--- src/rtl/flexbex_lsu_pipelined.sv ---
// Pipelined LSU between EX and the OBI data bus: in-order response FIFO, misaligned splits, read reassembly.
// Optional macro LSU_ERR_EN: report bus errors with the original byte address.
module flexbex_lsu_pipelined #(
    parameter int MAX_OUTSTANDING = 2
) (
    input  logic        clk,
    input  logic        rst_n,
    input  logic        lsu_req_i,
    output logic        lsu_ready_o,
    input  logic        lsu_we_i,
    input  logic [1:0]  lsu_type_i,
    input  logic        lsu_sign_ext_i,
    input  logic [31:0] lsu_addr_i,
    input  logic [31:0] lsu_wdata_i,
    output logic        lsu_rvalid_o,
    output logic [31:0] lsu_rdata_o,
    output logic        lsu_err_o,
    output logic [31:0] lsu_err_addr_o,
    output logic        data_req_o,
    input  logic        data_gnt_i,
    output logic [31:0] data_addr_o,
    output logic        data_we_o,
    output logic [3:0]  data_be_o,
    output logic [31:0] data_wdata_o,
    input  logic        data_rvalid_i,
    input  logic        data_err_i,
    input  logic [31:0] data_rdata_i,
    output logic        busy_o,
    output logic [$clog2(MAX_OUTSTANDING+1)-1:0] outstanding_o
);
    localparam int CW = $clog2(MAX_OUTSTANDING + 1);
    localparam int PW = (MAX_OUTSTANDING > 1) ? $clog2(MAX_OUTSTANDING) : 1;
    localparam logic [1:0] S_IDLE = 2'd0, S_LO = 2'd1, S_HI = 2'd2;

    typedef struct packed {
        logic [1:0] typ;
        logic [1:0] off;
        logic       sgn;
        logic       we;
        logic       slo;
        logic       shi;
    } ent_t;

    logic [1:0]  r_state;
    logic        r_we, r_sgn;
    logic [1:0]  r_type;
    logic [31:0] r_addr, r_wdata, r_part;
    logic [CW-1:0] r_cnt;
    logic [PW-1:0] r_wptr, r_rptr;
    ent_t        r_fifo [MAX_OUTSTANDING];

    logic [1:0]  w_off;
    logic        w_misal, w_full, w_act, w_fire, w_final, w_acc, w_pop, w_err;
    logic [3:0]  w_be;
    logic [31:0] w_rot, w_lo, w_ext;
    logic [63:0] w_cat;
    ent_t        w_head, w_push;

    function automatic logic [PW-1:0] ptr_inc(input logic [PW-1:0] p);
        return (p == PW'(MAX_OUTSTANDING - 1)) ? '0 : p + PW'(1);
    endfunction

    assign w_off   = r_addr[1:0];
    assign w_misal = (r_type == 2'b00 && w_off != 2'b00) || (r_type == 2'b01 && w_off == 2'b11);
    assign w_full  = (r_cnt == CW'(MAX_OUTSTANDING));
    assign w_act   = (r_state == S_LO) || (r_state == S_HI);
    assign w_fire  = data_req_o && data_gnt_i;
    assign w_final = w_fire && (r_state == S_HI || !w_misal);
    assign w_acc   = lsu_req_i && lsu_ready_o;

    assign lsu_ready_o   = (r_state == S_IDLE) || w_final;
    assign data_req_o    = w_act && !w_full;
    assign data_addr_o   = (r_state == S_HI) ? {r_addr[31:2] + 30'd1, 2'b00} : {r_addr[31:2], 2'b00};
    assign data_we_o     = r_we && w_act;
    assign data_be_o     = w_be;
    assign data_wdata_o  = w_rot;
    assign busy_o        = (r_state != S_IDLE) || (r_cnt != '0);
    assign outstanding_o = r_cnt;

    always_comb begin
        w_be = 4'b0000;
        if (r_state == S_LO) begin
            case (r_type)
                2'b00:   w_be = 4'b1111 << w_off;
                2'b01:   w_be = 4'b0011 << w_off;
                default: w_be = 4'b0001 << w_off;
            endcase
        end else if (r_state == S_HI) begin
            w_be = (r_type == 2'b00) ? ~(4'b1111 << w_off) : 4'b0001;
        end
    end

    always_comb begin
        case (w_off)
            2'd0:    w_rot = r_wdata;
            2'd1:    w_rot = {r_wdata[23:0], r_wdata[31:24]};
            2'd2:    w_rot = {r_wdata[15:0], r_wdata[31:16]};
            default: w_rot = {r_wdata[7:0],  r_wdata[31:8]};
        endcase
    end

    // Response side: the head entry tells how to stitch and extend the returning beat
    assign w_pop        = data_rvalid_i && (r_cnt != '0);
    assign w_head       = r_fifo[r_rptr];
    assign lsu_rvalid_o = w_pop && !w_head.slo;
    assign w_cat        = w_head.shi ? {data_rdata_i, r_part} : {32'b0, data_rdata_i};
    assign w_lo         = 32'(w_cat >> {w_head.off, 3'b000});

    always_comb begin
        case (w_head.typ)
            2'b00:   w_ext = w_lo;
            2'b01:   w_ext = {{16{w_head.sgn & w_lo[15]}}, w_lo[15:0]};
            default: w_ext = {{24{w_head.sgn & w_lo[7]}}, w_lo[7:0]};
        endcase
    end

`ifdef LSU_ERR_EN
    logic        r_err;
    logic [31:0] r_faddr [MAX_OUTSTANDING];
    assign w_err          = lsu_rvalid_o && (data_err_i || (w_head.shi && r_err));
    assign lsu_err_o      = w_err;
    assign lsu_err_addr_o = w_err ? r_faddr[r_rptr] : 32'b0;

    always_ff @(posedge clk or negedge rst_n) begin
        if (!rst_n)                  r_err <= 1'b0;
        else if (w_pop && w_head.slo) r_err <= r_err | data_err_i;
        else if (lsu_rvalid_o)        r_err <= 1'b0;
    end

    always_ff @(posedge clk) begin
        if (w_fire) r_faddr[r_wptr] <= r_addr;
    end
`else
    assign w_err          = 1'b0;
    assign lsu_err_o      = 1'b0 & data_err_i;
    assign lsu_err_addr_o = 32'b0;
`endif

    assign lsu_rdata_o = (lsu_rvalid_o && !w_head.we && !w_err) ? w_ext : 32'b0;

    assign w_push = '{typ: r_type, off: w_off, sgn: r_sgn, we: r_we,
                      slo: (r_state == S_LO) && w_misal, shi: (r_state == S_HI)};

    always_ff @(posedge clk) begin
        if (w_fire) r_fifo[r_wptr] <= w_push;
    end

    always_ff @(posedge clk or negedge rst_n) begin
        if (!rst_n) begin
            r_state <= S_IDLE;
            r_we    <= 1'b0;
            r_sgn   <= 1'b0;
            r_type  <= 2'b00;
            r_addr  <= 32'b0;
            r_wdata <= 32'b0;
            r_part  <= 32'b0;
            r_cnt   <= '0;
            r_wptr  <= '0;
            r_rptr  <= '0;
        end else begin
            if (w_acc) begin
                r_state <= S_LO;
                r_we    <= lsu_we_i;
                r_sgn   <= lsu_sign_ext_i;
                r_type  <= lsu_type_i;
                r_addr  <= lsu_addr_i;
                r_wdata <= lsu_wdata_i;
            end else if (w_final) begin
                r_state <= S_IDLE;
            end else if (w_fire) begin
                r_state <= S_HI;
            end
            if (w_fire) r_wptr <= ptr_inc(r_wptr);
            if (w_pop)  r_rptr <= ptr_inc(r_rptr);
            if (w_pop && w_head.slo) r_part <= data_rdata_i;
            case ({w_fire, w_pop})
                2'b10:   r_cnt <= r_cnt + CW'(1);
                2'b01:   r_cnt <= r_cnt - CW'(1);
                default: r_cnt <= r_cnt;
            endcase
        end
    end
endmodule

--- config.mk ---
export PLATFORM = sky130hd
export DESIGN_NAME = flexbex_lsu_pipelined
export DESIGN_NICKNAME = d
export VERILOG_FILES = /design/src/rtl/flexbex_lsu_pipelined.sv
export SDC_FILE = /design/constraint.sdc
export NUM_CORES = 1
export LEC_CHECK = 0
export CORE_ASPECT_RATIO = 0.8
export CORE_MARGIN = 5
export CORE_UTILIZATION = 51
export CTS_CLUSTER_SIZE = 24
export DETAILED_ROUTE_END_ITERATION = 8
export PLACE_DENSITY = 0.92
export SLEW_MARGIN = 10
export SYNTH_ARGS = -nofsm -noshare
export SYNTH_HDL_FRONTEND = slang
export SYNTH_SLANG_ARGS = --single-unit
--- constraint.sdc ---
create_clock -name clk -period 4.25 [get_ports clk]
set_input_delay 0.85 -clock clk [delete_from_list [all_inputs] [get_ports clk]]
set_output_delay 0.85 -clock clk [all_outputs]
set_load 0.02 [all_outputs]
== Word level (Yosys, flattened, before mapping) ==
Memory sizes are Yosys's and may differ from the RTL's.
Index checks and enable logic that the tools add are counted.
Widths: inputs -> output; s select.
Storage, ports and cells
  memories: 1
  register bits after elaboration: 106
  input bits: 106
  memory bits (writable): 16
  logic and storage cells: 80
Operators by class
  shifts and indexed selects: 4
  bitwise operators: 3
  multiplexer cells: 17
  add/subtract/negate cells: 5
  equality and inequality tests: 10
  reductions and logical operators: 30
Memory list
  r_fifo: words 2, width 8, rd ports 1, clocked after memory_dff 0, wr ports 1, line 50  | ent_t r_fifo [MAX_OUTSTANDING];
Operators by type and width (count)
  $pmux 32 s3: 1
  $mux 32: 2
  $mux 64: 1
  $pmux 32 s2: 1
  $shr 64x5->32: 1
  $add 30x1->30 const B: 1
  $logic_and 1x1->1: 12
  $mux 4: 3
  $eq 2x1->1 const B: 5
  $eq 2x2->1 const B: 5
  $logic_not 2->1: 4
  $pmux 4 s2: 1
  $reduce_bool 2->1: 4
  $mux 2: 3
  $logic_or 1x1->1: 5
  $logic_not 1->1: 4
  $mux 1: 4
  $not 4->4: 1
  $pmux 2 s2: 1
  $shl 1x2->4 const A: 1
  $shl 2x2->4 const A: 1
  $shl 4x2->4 const A: 1
  $reduce_bool 3->1: 1
  $add 1x1->1 const B: 2
  other kinds (3): 4

== Logic depth before layout (Yosys ltp) ==
Gate-level depths: netlist (run 1).
  depth after elaboration: 9
  mapped depth: 8

== Worst setup path before layout (run 1) ==
No wires, ideal clock.
  path kind: input port to output port
  from: input data_rvalid_i
  to: output lsu_rdata_o[12]
  arrival: 2.234 ns
  data required time: 3.400 ns
  setup slack: 1.166 ns
  stages on the path: 7
  cells stage by stage: o21ai_0 inv_1 o21ai_0 nor2_1 a21oi_4 buf_6 a31oi_1
On the way
  cells in the longest elaborated chain, start to end: 4
RTL lines
  from (decl): line 25  | input logic data_rvalid_i,
  $logic_and 1x1->1: line 103  | assign w_pop = data_rvalid_i && (r_cnt != '0);
  net w_pop: line 53  | logic w_misal, w_full, w_act, w_fire, w_final, w_acc, w_pop, w_err;
  $logic_and 1x1->1: line 105  | assign lsu_rvalid_o = w_pop && !w_head.slo;
  $logic_and 1x1->1: line 139  | assign lsu_rdata_o = (lsu_rvalid_o && !w_head.we && !w_err) ? w_ext : 32'b0;
  $mux 32: line 139
  to (decl): line 16  | output logic [31:0] lsu_rdata_o,
The timed path passes the listed nets, and every way through them passes these cells.

== Worst setup path after layout (run 1) ==
  from: input data_rvalid_i
  to: output lsu_rdata_o[14]
Same word-level chain as after synthesis.

==> results of run 1 <==
## sequential cells by signal, indices dropped and copies added, names as in the netlist
name / cells
r_fifo: 16
r_addr: 32
r_type: 2
r_wdata: 32
r_we: 1
r_wptr: 1
r_rptr: 1
r_state: 2
outstanding_o: 2
r_part: 32
r_sgn: 1
## synthesized netlist by cell type, drive strengths merged
cell type,count,area (um2)
a21boi,1,7.51
conb,1,3.75
nand4b,1,8.76
o221ai,1,8.76
a2bb2oi,9,78.8
clkbuf,12,45.0
mux4,34,766
nand2b,4,25.0
nor3,4,25.0
o41ai,1,8.76
nor2b,5,31.3
xor2,7,61.3
a21oi,27,146
mux2,120,1360
and2,7,43.8
o2bb2ai,7,61.3
and3,5,31.3
buf,65,427
and3b,1,8.76
o211ai,17,128
o21ai,16,80.1
nor4b,1,8.76
nand4,9,56.3
nor2,22,82.6
nand3,6,30.0
a31oi,8,50.1
edfxtp,16,480
or2,1,6.26
dfrtp,106,2650
or4,1,7.51
and4,1,8.76
nand2,54,203
mux2i,53,531
o22ai,7,43.8
xnor2,27,236
inv,8,30.0
ha,5,62.6
maj3,1,10.0
nor3b,2,20.0
a31o,1,8.76
## layout make-up
cell class,instances,area (um2),share of cell area (%)
clock inverter,10,91.3,0.853
multi-input combinational,501,4430,41.3
timing repair buffer,233,2280,21.3
inverter,8,30.0,0.281
sequential,122,3140,29.3
tap,210,263,2.45
clock buffer,22,474,4.43
## worst max-delay path: stages
cell             delay, ns
clkdlybuf4s50_1       0.46
o21ai_0               0.19
inv_1                 0.16
o21ai_0               0.22
nor2_1                0.26
a21oi_4               0.10
buf_12                0.16
a31oi_1               0.19
clkdlybuf4s50_1       0.64
## worst min-delay path by stage
stage | start | end | slack [ns] | depth (start not counted)
floorplan | r_sgn | r_fifo[0][3] | 0.44 | 0
global placement | r_sgn | r_fifo[1][3] | 0.45 | 0
detailed placement | r_sgn | r_fifo[0][3] | 0.46 | 0
CTS | r_sgn | r_fifo[0][3] | 0.47 | 0
global route | r_sgn | r_fifo[0][3] | 0.49 | 0
finish | r_sgn | r_fifo[1][3] | 0.47 | 0
## logic make-up after synthesis
group	Yosys count	synth area share, %
mux	207	33.7
other cells	1	0.0476
compound gates	95	7.89
fa+ha+maj	6	0.921
flops	122	39.7
xor+xnor	34	3.78
simple gates	124	7.57
buf+inv	85	6.37
## report_power, final
| part | switching [W] | internal (W) |
|---|---|---|
| clock network | 0.000532 | 0.000850 |
| logic | 0.00271 | 0.00296 |
| registers | 0.000721 | 0.00179 |
| total | 0.00396 | 0.00561 |
## metal layers
| layer | vias to the layer above | wire, um | track usage, % |
|---|---|---|---|
| met3 | 41 | 2030 | 8.85 |
| met4 | 0 | 463 | 7.66 |
| met5 | - | 0 | 0 |
| li1 | 2849 | - | - |
| met2 | 292 | 11500 | 41.5 |
| met1 | 3192 | 8720 | 31.3 |
## what timing repair did
action / CTS / global route
setup buffers: 0 / 2
hold buffers: 0 / 0
endpoints found under the setup margin: 0 / 23
gates resized for setup: 0 / 4
## through the flow
stage / setup slack (ns) / total power [W] / util (%)
after floorplan: 1.17 / 0.00600 / -
after global placement: 0.235 / 0.00794 / 66.9
after detailed placement: 0.113 / 0.00813 / 66.9
after CTS: 0.0947 / 0.00959 / 70.6
after global routing: 0.0294 / 0.0101 / 70.8
final: 0.154 / 0.00957 / 70.8
==> flow_summary_export.csv, run 1 <==
group,metric,value,unit
worst_setup_path,r2r-end,"r_addr[8]",
clocking,cts.sinks,122,
global_routing,grt_pass1_wl,35600,um
power,p_per_area,894,mW/mm2
worst_setup_path,rr_worst_depth,5,
power,leakage,4.30,nW
global_routing,grt_pass1_vias,6552,
cells_and_area,syn_to_final_growth,35.8,%
die,coreArea,0.0151,mm2
run_status,status,"completed",
die,dieArea,0.0181,mm2
cells_and_area,fin_nets,994,
clocking,cts_buffers,17,
worst_hold_path,hold_path.class,"flop to flop",
timing,slew_headroom,32.3,%
logic_synthesis,syn_area,0.00788,mm2
cells_and_area,nFillCells,1029,
timing,slew_viol_final,0,
detailed_routing,vias_per_cell,5.76,
clocking,clk_root_buffer_cell,"clkbuf_16",
logic_synthesis,netlist_instances,674,
placement,dp.final_hpwl,16300,um
timing,setup-tns-final,0,ns
worst_setup_path,required,3.40,ns
logic_synthesis,yosysWarnings,0,
die,rows,40,
die,start_util,52.2,%
detailed_routing,ant_nets,0,
worst_setup_path,startpoint,"data_rvalid_i",
die,ios,246,
clocking,clkTransAtPathRegs,0.06,ns
global_routing,track_usage,25.2,%
timing,post-route-period-util,96.4,%
detailed_routing,dr.pass1.iters,5,
detailed_routing,post-route-drc-count,0,
logic_synthesis,synth-seq-area-share,39.7,%
cells_and_area,final_cell_mix,"clkdlybuf4s50_1 (207), mux2_2 (118), dfrtp_1 (103)",
worst_setup_path,endpoint,"lsu_rdata_o[14]",
cells_and_area,fin_cells,1106,
timing,skew,0.0153,ns
timing,finalHoldViolCount,0,
timing,setup_viol_count_final,0,
worst_setup_path,critPathMaxFanout,24,
cells_and_area,n_antenna_cell,0,
worst_setup_path,critical_path_class,"input port to primary output",
logic_synthesis,synth-seq-cells,122,
clocking,cts_tree,"yes",
timing,holdWs,0.475,ns
clocking,clk_path_buf_depth,2,
worst_setup_path,critPathArrivalTime,3.25,ns
logic_synthesis,synth_cell_types,48,
clocking,worstSkewPairLatency,0.42,ns
die,fp.dieH,121,um
detailed_routing,drt_iter0_markers,468,
timing,rsz0062_at_grt,"no",
cells_and_area,layout_commonest_cell,"clkdlybuf4s50_1",
die,die_width,149,um
global_routing,grt_max_degree,77,
worst_setup_path,end_kind,"primary output",
global_routing,grt_antenna_before_repair,0,
detailed_routing,vias,6374,
worst_setup_path,r2r_start,"r_addr[0]",
run,maxCapViolCount,0,
placement,port_buffers,209,
power,vdd_drop_max,0.474,mV
timing,worst_pin_slew,1.01,ns
worst_setup_path,start_kind,"input port",
placement,gp_congestion,0.875,
timing,fin_crit,4.10,ns
detailed_routing,routedWlPerCell,20.5,um
logic_synthesis,syn_avg_cell_area,11.7,um2
cells_and_area,drive_gt1_share,24.8,%
clocking,htree_levels,4,
worst_setup_path,regToRegSetupSlack,1.60,ns
placement,place_area,0.0101,mm2
detailed_routing,drt_wl_total,22700,um
global_routing,grt_overflow,0,
cells_and_area,design_area,0.0107,mm2
placement,place_inst,1072,
timing,fmax,244,MHz
No activity file was read; power rests on OpenSTA's default activity.
==> run 2, diff against run 1 <==
- GPL_TIMING_DRIVEN: unset -> 0
==> run 2 against run 1 <==
Against the previous run: fmax fell by 2.2%; first-iteration DRC count rose by 78%; sequential share of layout area fell by 1.3 points; final cell count rose by 5.2%; sequential power fell by 4%; count of clock-buffer cells in the layout fell by 3; core utilization rose by 3.1 points; clock skew fell by 0.0063 ns; critical path type is now flop to primary output; critical endpoint is now lsu_rdata_o[1]; largest cell class unchanged.
==> flow_summary_export.csv, run 2 (same netlist as run 1, synthesis figures left out) <==
group,metric,value,unit
worst_setup_path,critPathMaxFanout,10,
die,start_util,52.2,%
timing,skew,0.00896,ns
clocking,postCtsHoldBufs,0,
timing,holdWs,0.352,ns
timing,setup_viol_count_final,0,
cells_and_area,multi_input_area,0.00445,mm2
clocking,cts_buffers,17,
clocking,clkTransAtPathRegs,0.06,ns
detailed_routing,ant_nets,0,
detailed_routing,wl_met2,12900,um
worst_setup_path,r2r-end,"r_part[31]",
worst_setup_path,regToRegSetupSlack,1.67,ns
die,rows,40,
clocking,clk_root_buffer_cell,"clkbuf_16",
timing,slew_viol_final,0,
cells_and_area,design_area,0.0112,mm2
power,combPwrFrac,60.2,%
cells_and_area,area.sequential,0.00313,mm2
global_routing,grt_antenna_before_repair,0,
worst_setup_path,end_kind,"primary output",
worst_setup_path,critical_path_class,"flop to primary output",
placement,dp.final_hpwl,18600,um
worst_setup_path,start_kind,"flop",
cells_and_area,nFillCells,960,
detailed_routing,post-route-drc-count,0,
run,maxCapViolCount,0,
power,leakage,4.79,nW
worst_setup_path,rr_worst_depth,6,
worst_setup_path,critPathArrivalTime,3.34,ns
detailed_routing,drt_iter0_markers,833,
clocking,cts_tree,"yes",
detailed_routing,vias,6969,
timing,post-route-period-util,98.5,%
detailed_routing,dr.pass1.iters,6,
power,clock_power_share,15.8,%
placement,port_buffers,209,
placement,gp_congestion,0.946,
die,coreArea,0.0151,mm2
placement,place_area,0.0104,mm2
cells_and_area,layout_commonest_cell,"clkdlybuf4s50_1",
die,ios,246,
cells_and_area,n_antenna_cell,0,
cells_and_area,fin_nets,1052,
global_routing,track_usage,29.4,%
clocking,worstSkewPairLatency,0.43,ns
worst_setup_path,cp_slowest_cell,"clkdlybuf4s50_1",
timing,worst_pin_slew,0.964,ns
die,dieArea,0.0181,mm2
cells_and_area,reg.largest.list,"r_addr: 32 flops, r_part: 32 flops, r_wdata: 32 flops",
run_status,status,"completed",
cells_and_area,drive_gt1_share,27.9,%
global_routing,grt_max_degree,67,
cells_and_area,syn_to_final_growth,41.8,%
worst_hold_path,hold_path.class,"input port to asynchronous set/reset pin",
clocking,clk_path_buf_depth,2,
global_routing,grt_pass1_vias,7286,
worst_setup_path,crit_chain,"buf_6 -> mux2i_1 -> clkbuf_4 -> buf_2 -> mux2i_1 -> mux2i_1 -> nand2_1 -> a21oi_1 -> clkdlybuf4s50_1",
die,die_width,149,um
power,swShare,42.5,%
power,p_sw,0.00428,W
timing,fin_crit,4.19,ns
timing,finalHoldViolCount,0,
die,fp.dieH,121,um
global_routing,grt_pass1_wl,40500,um
cells_and_area,final_cell_mix,"clkdlybuf4s50_1 (189), mux2_2 (118), dfrtp_1 (106)",
power,seq_power_share,24.0,%
detailed_routing,wl_met3,3100,um
detailed_routing,drt-met1-wl,9670,um
power,vdd_drop_max,0.629,mV
detailed_routing,topRoutingLayerUsed,"met4",
global_routing,grt_overflow,0,
power,power.internal,0.00580,W
detailed_routing,drt_wl_total,26800,um
detailed_routing,routedWlPerCell,23.0,um
detailed_routing,vias_per_cell,5.99,
clocking,cts.sinks,122,
worst_setup_path,required,3.40,ns
power,p_per_area,902,mW/mm2
timing,fmax,239,MHz
timing,slew_headroom,35.8,%
worst_setup_path,r2r_start,"r_rptr",
worst_setup_path,crit_path_frequent_cell,"mux2i_1",
worst_setup_path,crit_path_max_incr_delay,0.66,ns
clocking,htree_levels,4,
## run 2: changes by cell type in the layout (fill, tap and decap cells not counted), sizes merged, moves of 3 or more
| cell | previous run | this run |
|---|---|---|
| buf | 25 | 69 |
| dlymetal6s2s | 1 | 11 |
| clkbuf | 22 | 33 |
| dlygate4sd2 | 0 | 8 |
| bufinv | 1 | 4 |
| clkdlybuf4s50 | 207 | 189 |
## run 2: worst max-delay path by stage
stage	from	cells after the start	to	slack, ns
2_1_floorplan	data_rvalid_i	7	lsu_rdata_o[12]	1.17
3_3_place_gp	rst_n	1	r_addr[11]	-1.86
3_5_place_dp	data_rvalid_i	10	lsu_rdata_o[13]	-0.03
4_1_cts	data_rvalid_i	10	lsu_rdata_o[19]	0.001
5_1_grt	r_state[0]	10	data_addr_o[15]	-0.01
6_report	r_rptr	9	lsu_rdata_o[1]	0.06
## run 2: cell type report
cell class / count / area share [%]
multi-input cells: 501 / 39.8
flip-flops and latches: 122 / 28.0
repair buffers: 215 / 19.5
plain buffers: 76 / 4.31
clock buffers: 19 / 4.05
well taps: 210 / 2.35
clock inverters: 13 / 1.70
inverters: 8 / 0.269
## run 2: worst max-delay path: cells and delay by family, from the launching register on
family / cells / cell delay (ns)
flip-flops: 1 / 0.34
AND/OR/NAND/NOR: 1 / 0.08
buffers and inverters: 4 / 1.52
AO/OA/AOI/OAI: 1 / 0.27
multiplexers: 3 / 0.72
## run 2: stage by stage
stage / power (W) / std cells / utilization, % / worst slack [ns] / TNS (ns)
after global routing: 0.0105 / 1164 / 73.9 / -0.0136 / -0.0174
after global placement: 0.00805 / 1127 / 68.6 / -1.86 / -200.97
after detailed placement: 0.00826 / 1129 / 68.8 / -0.0272 / -0.0447
final: 0.0101 / 1164 / 73.9 / 0.0636 / 0
after floorplan: 0.00600 / 708 / - / 1.17 / 0
after CTS: 0.00997 / 1161 / 73.3 / 0.00137 / 0
## run 2: power by group through the flow
| stage | clock network [W] | registers, W | logic, W |
|---|---|---|---|
| after floorplan | 0 | 0.00219 | 0.00381 |
| after global placement | 0 | 0.00231 | 0.00574 |
| after detailed placement | 0 | 0.00238 | 0.00588 |
| after CTS | 0.00160 | 0.00238 | 0.00598 |
| after global routing | 0.00165 | 0.00248 | 0.00638 |
| final | 0.00159 | 0.00242 | 0.00607 |
## run 2: repair_timing
item                       4_1_cts  5_1_grt
setup endpoints to repair       43       47
setup buffers                    0        4
pin swaps                        0        4
resized for setup               19       24
cloned                           0        0
## run 2: metal layers
| metal | vias to the layer above | GRT usage [%] |
|---|---|---|
| met3 | 102 | 10.6 |
| li1 | 2979 | - |
| met5 | - | 0 |
| met1 | 3377 | 35.7 |
| met2 | 511 | 46.8 |
| met4 | 0 | 13.7 |
==> run 3, diff against run 2 <==
- GPL_TIMING_DRIVEN: 0 -> 1
- PLACE_DENSITY: 0.92 -> 0.88
- SLEW_MARGIN: 10 -> unset
==> run 3 against run 2 <==
Against the previous run: first-iteration DRC count fell by 48%; core utilization is 3.0 points lower; critical path type is now input port to primary output; count of clock-buffer cells in the layout is 2 lower; sequential power up 5%; final cell count fell by 5.2%; hold slack gained 0.13 ns; largest power group unchanged; largest cell class unchanged; power shrank 4.5%; wire length down 16%; via count down 10%; cell area decreased by 4.1%.
==> flow_summary_export.csv, run 3 (same netlist as run 1, synthesis figures left out) <==
group,metric,value,unit
timing,fin_crit,4.08,ns
detailed_routing,post-route-drc-count,0,
clocking,worstSkewPairLatency,0.41,ns
timing,finalHoldViolCount,0,
worst_setup_path,critPathArrivalTime,3.23,ns
worst_setup_path,critPathMaxFanout,24,
die,ios,246,
placement,place_area,0.0101,mm2
die,fp.dieH,121,um
global_routing,grt_overflow,0,
worst_setup_path,required,3.40,ns
power,p_per_area,898,mW/mm2
detailed_routing,routedWlPerCell,20.3,um
worst_setup_path,cp_slowest_cell,"clkdlybuf4s50_1",
global_routing,grt_pass1_vias,6434,
cells_and_area,reg.largest.list,"r_addr: 32 flops, r_part: 32 flops, r_wdata: 32 flops",
cells_and_area,fin_nets,991,
run_status,status,"completed",
worst_setup_path,end_kind,"primary output",
cells_and_area,design_area,0.0107,mm2
timing,slew_headroom,31.4,%
cells_and_area,syn_to_final_growth,36.0,%
placement,dp.final_hpwl,15800,um
worst_hold_path,hold_depth,0,
detailed_routing,drt_wl_total,22400,um
global_routing,track_usage,24.8,%
clocking,clkTransAtPathRegs,0.06,ns
power,vdd_drop_max,0.556,mV
detailed_routing,ant_nets,0,
timing,slew_viol_final,0,
cells_and_area,drive_gt1_share,24.6,%
clocking,cts_buffers,17,
timing,fmax,245,MHz
die,coreArea,0.0151,mm2
timing,rsz0062_at_grt,"no",
die,die_width,149,um
worst_setup_path,critical_path_class,"input port to primary output",
global_routing,grt_pass1_wl,35100,um
clocking,post_cts_buffers,0,
timing,post-route-period-util,95.9,%
clocking,cts.sinks,122,
timing,skew,0.00967,ns
worst_setup_path,crit_chain,"clkdlybuf4s50_1 -> o21ai_0 -> inv_1 -> o21ai_0 -> nor2_1 -> a21oi_4 -> buf_12 -> a31oi_1 -> clkdlybuf4s50_1",
cells_and_area,n_antenna_cell,0,
placement,gp_congestion,0.871,
detailed_routing,dr.pass1.iters,5,
worst_hold_path,hold_path.class,"flop to flop",
die,start_util,52.2,%
global_routing,grt_max_degree,71,
worst_setup_path,rr_worst_depth,5,
placement,port_buffers,209,
cells_and_area,final_cell_mix,"clkdlybuf4s50_1 (206), mux2_2 (118), dfrtp_1 (103)",
die,rows,40,
global_routing,grt_antenna_before_repair,0,
power,leakage,4.30,nW
timing,setup-tns-final,0,ns
cells_and_area,layout_commonest_cell,"clkdlybuf4s50_1",
worst_setup_path,crit_path_max_incr_delay,0.65,ns
clocking,clk_path_buf_depth,2,
clocking,htree_levels,4,
clocking,clk_root_buffer_cell,"clkbuf_16",
timing,worst_pin_slew,1.03,ns
worst_setup_path,start_kind,"input port",
detailed_routing,vias,6263,
detailed_routing,drt_iter0_markers,433,
clocking,cts_tree,"yes",
detailed_routing,vias_per_cell,5.68,
die,dieArea,0.0181,mm2
cells_and_area,nFillCells,1073,
run,maxCapViolCount,0,
timing,setup_viol_count_final,0,
## run 3: changes by cell type in the layout (fill, tap and decap cells not counted), moves of 5 or more
| cell | change |
|---|---|
| buf_4 | -22 |
| clkdlybuf4s50_1 | +17 |
| buf_2 | -14 |
| dlymetal6s2s_1 | -9 |
| buf_1 | -8 |
| dlygate4sd2_1 | -8 |
| clkbuf_1 | -7 |
| buf_6 | -5 |
| clkbuf_2 | -5 |
## run 3: stage by stage
stage	power, W	utilization (%)	hold slack, ns	setup WS [ns]	cells
after CTS	0.00966	70.9	0.487	0.00882	1103
final	0.00963	70.9	0.481	0.172	1103
after global placement	0.00796	67.0	0.456	0.223	1071
after floorplan	0.00600	-	0.437	1.17	708
after detailed placement	0.00813	67.0	0.470	0.169	1071
after global routing	0.0102	70.9	0.493	0.0259	1103
## run 3: power by group
part	total [W]	internal [W]	switching, W
Sequential	0.00254	0.00179	0.000745
Clock	0.00144	0.000871	0.000564
Combinational	0.00566	0.00297	0.00269
Total	0.00963	0.00563	0.00400
## run 3: worst paths after layout
kind                                   end           from  slack (ns)
hold reg to reg               r_fifo[1][3]          r_sgn        0.48
min in group asynchronous      r_wdata[31]          rst_n        0.51
hold / removal                r_fifo[1][3]          r_sgn        0.48
max in group asynchronous       r_addr[11]          rst_n        2.99
setup reg to reg               r_wdata[23]      r_addr[0]        1.64
setup / recovery           lsu_rdata_o[12]  data_rvalid_i        0.17
## run 3: what timing repair did
action / CTS / global route
endpoints found under the setup margin: 0 / 24
gates resized for setup: 0 / 3
hold buffers: 0 / 0
## run 3: layer usage
metal / vias up / track usage, % / share of wire [%]
met3: 31 / 7.80 / 8.9
met4: 0 / 7.78 / 2.0
met5: - / 0 / 0
met1: 3107 / 32.3 / 40
met2: 274 / 39.8 / 49
li1: 2851 / - / -
## run 3: worst max-delay path, delay by kind of cell
| kind | cells | cell delay (ns) |
|---|---|---|
| AND/OR/NAND/NOR | 1 | 0.25 |
| buffers and inverters | 4 | 1.44 |
| AO/OA/AOI/OAI | 4 | 0.69 |
## run 3: area by class of cell
class	count	area [um2]	area share, %
Multi-Input combinational cell	501	4410	41.2
Sequential cell	122	3140	29.3
Timing Repair Buffer	230	2290	21.4
Clock buffer	17	425	3.97
Tap cell	210	263	2.45
Clock inverter	15	163	1.52
Inverter	8	30.0	0.280
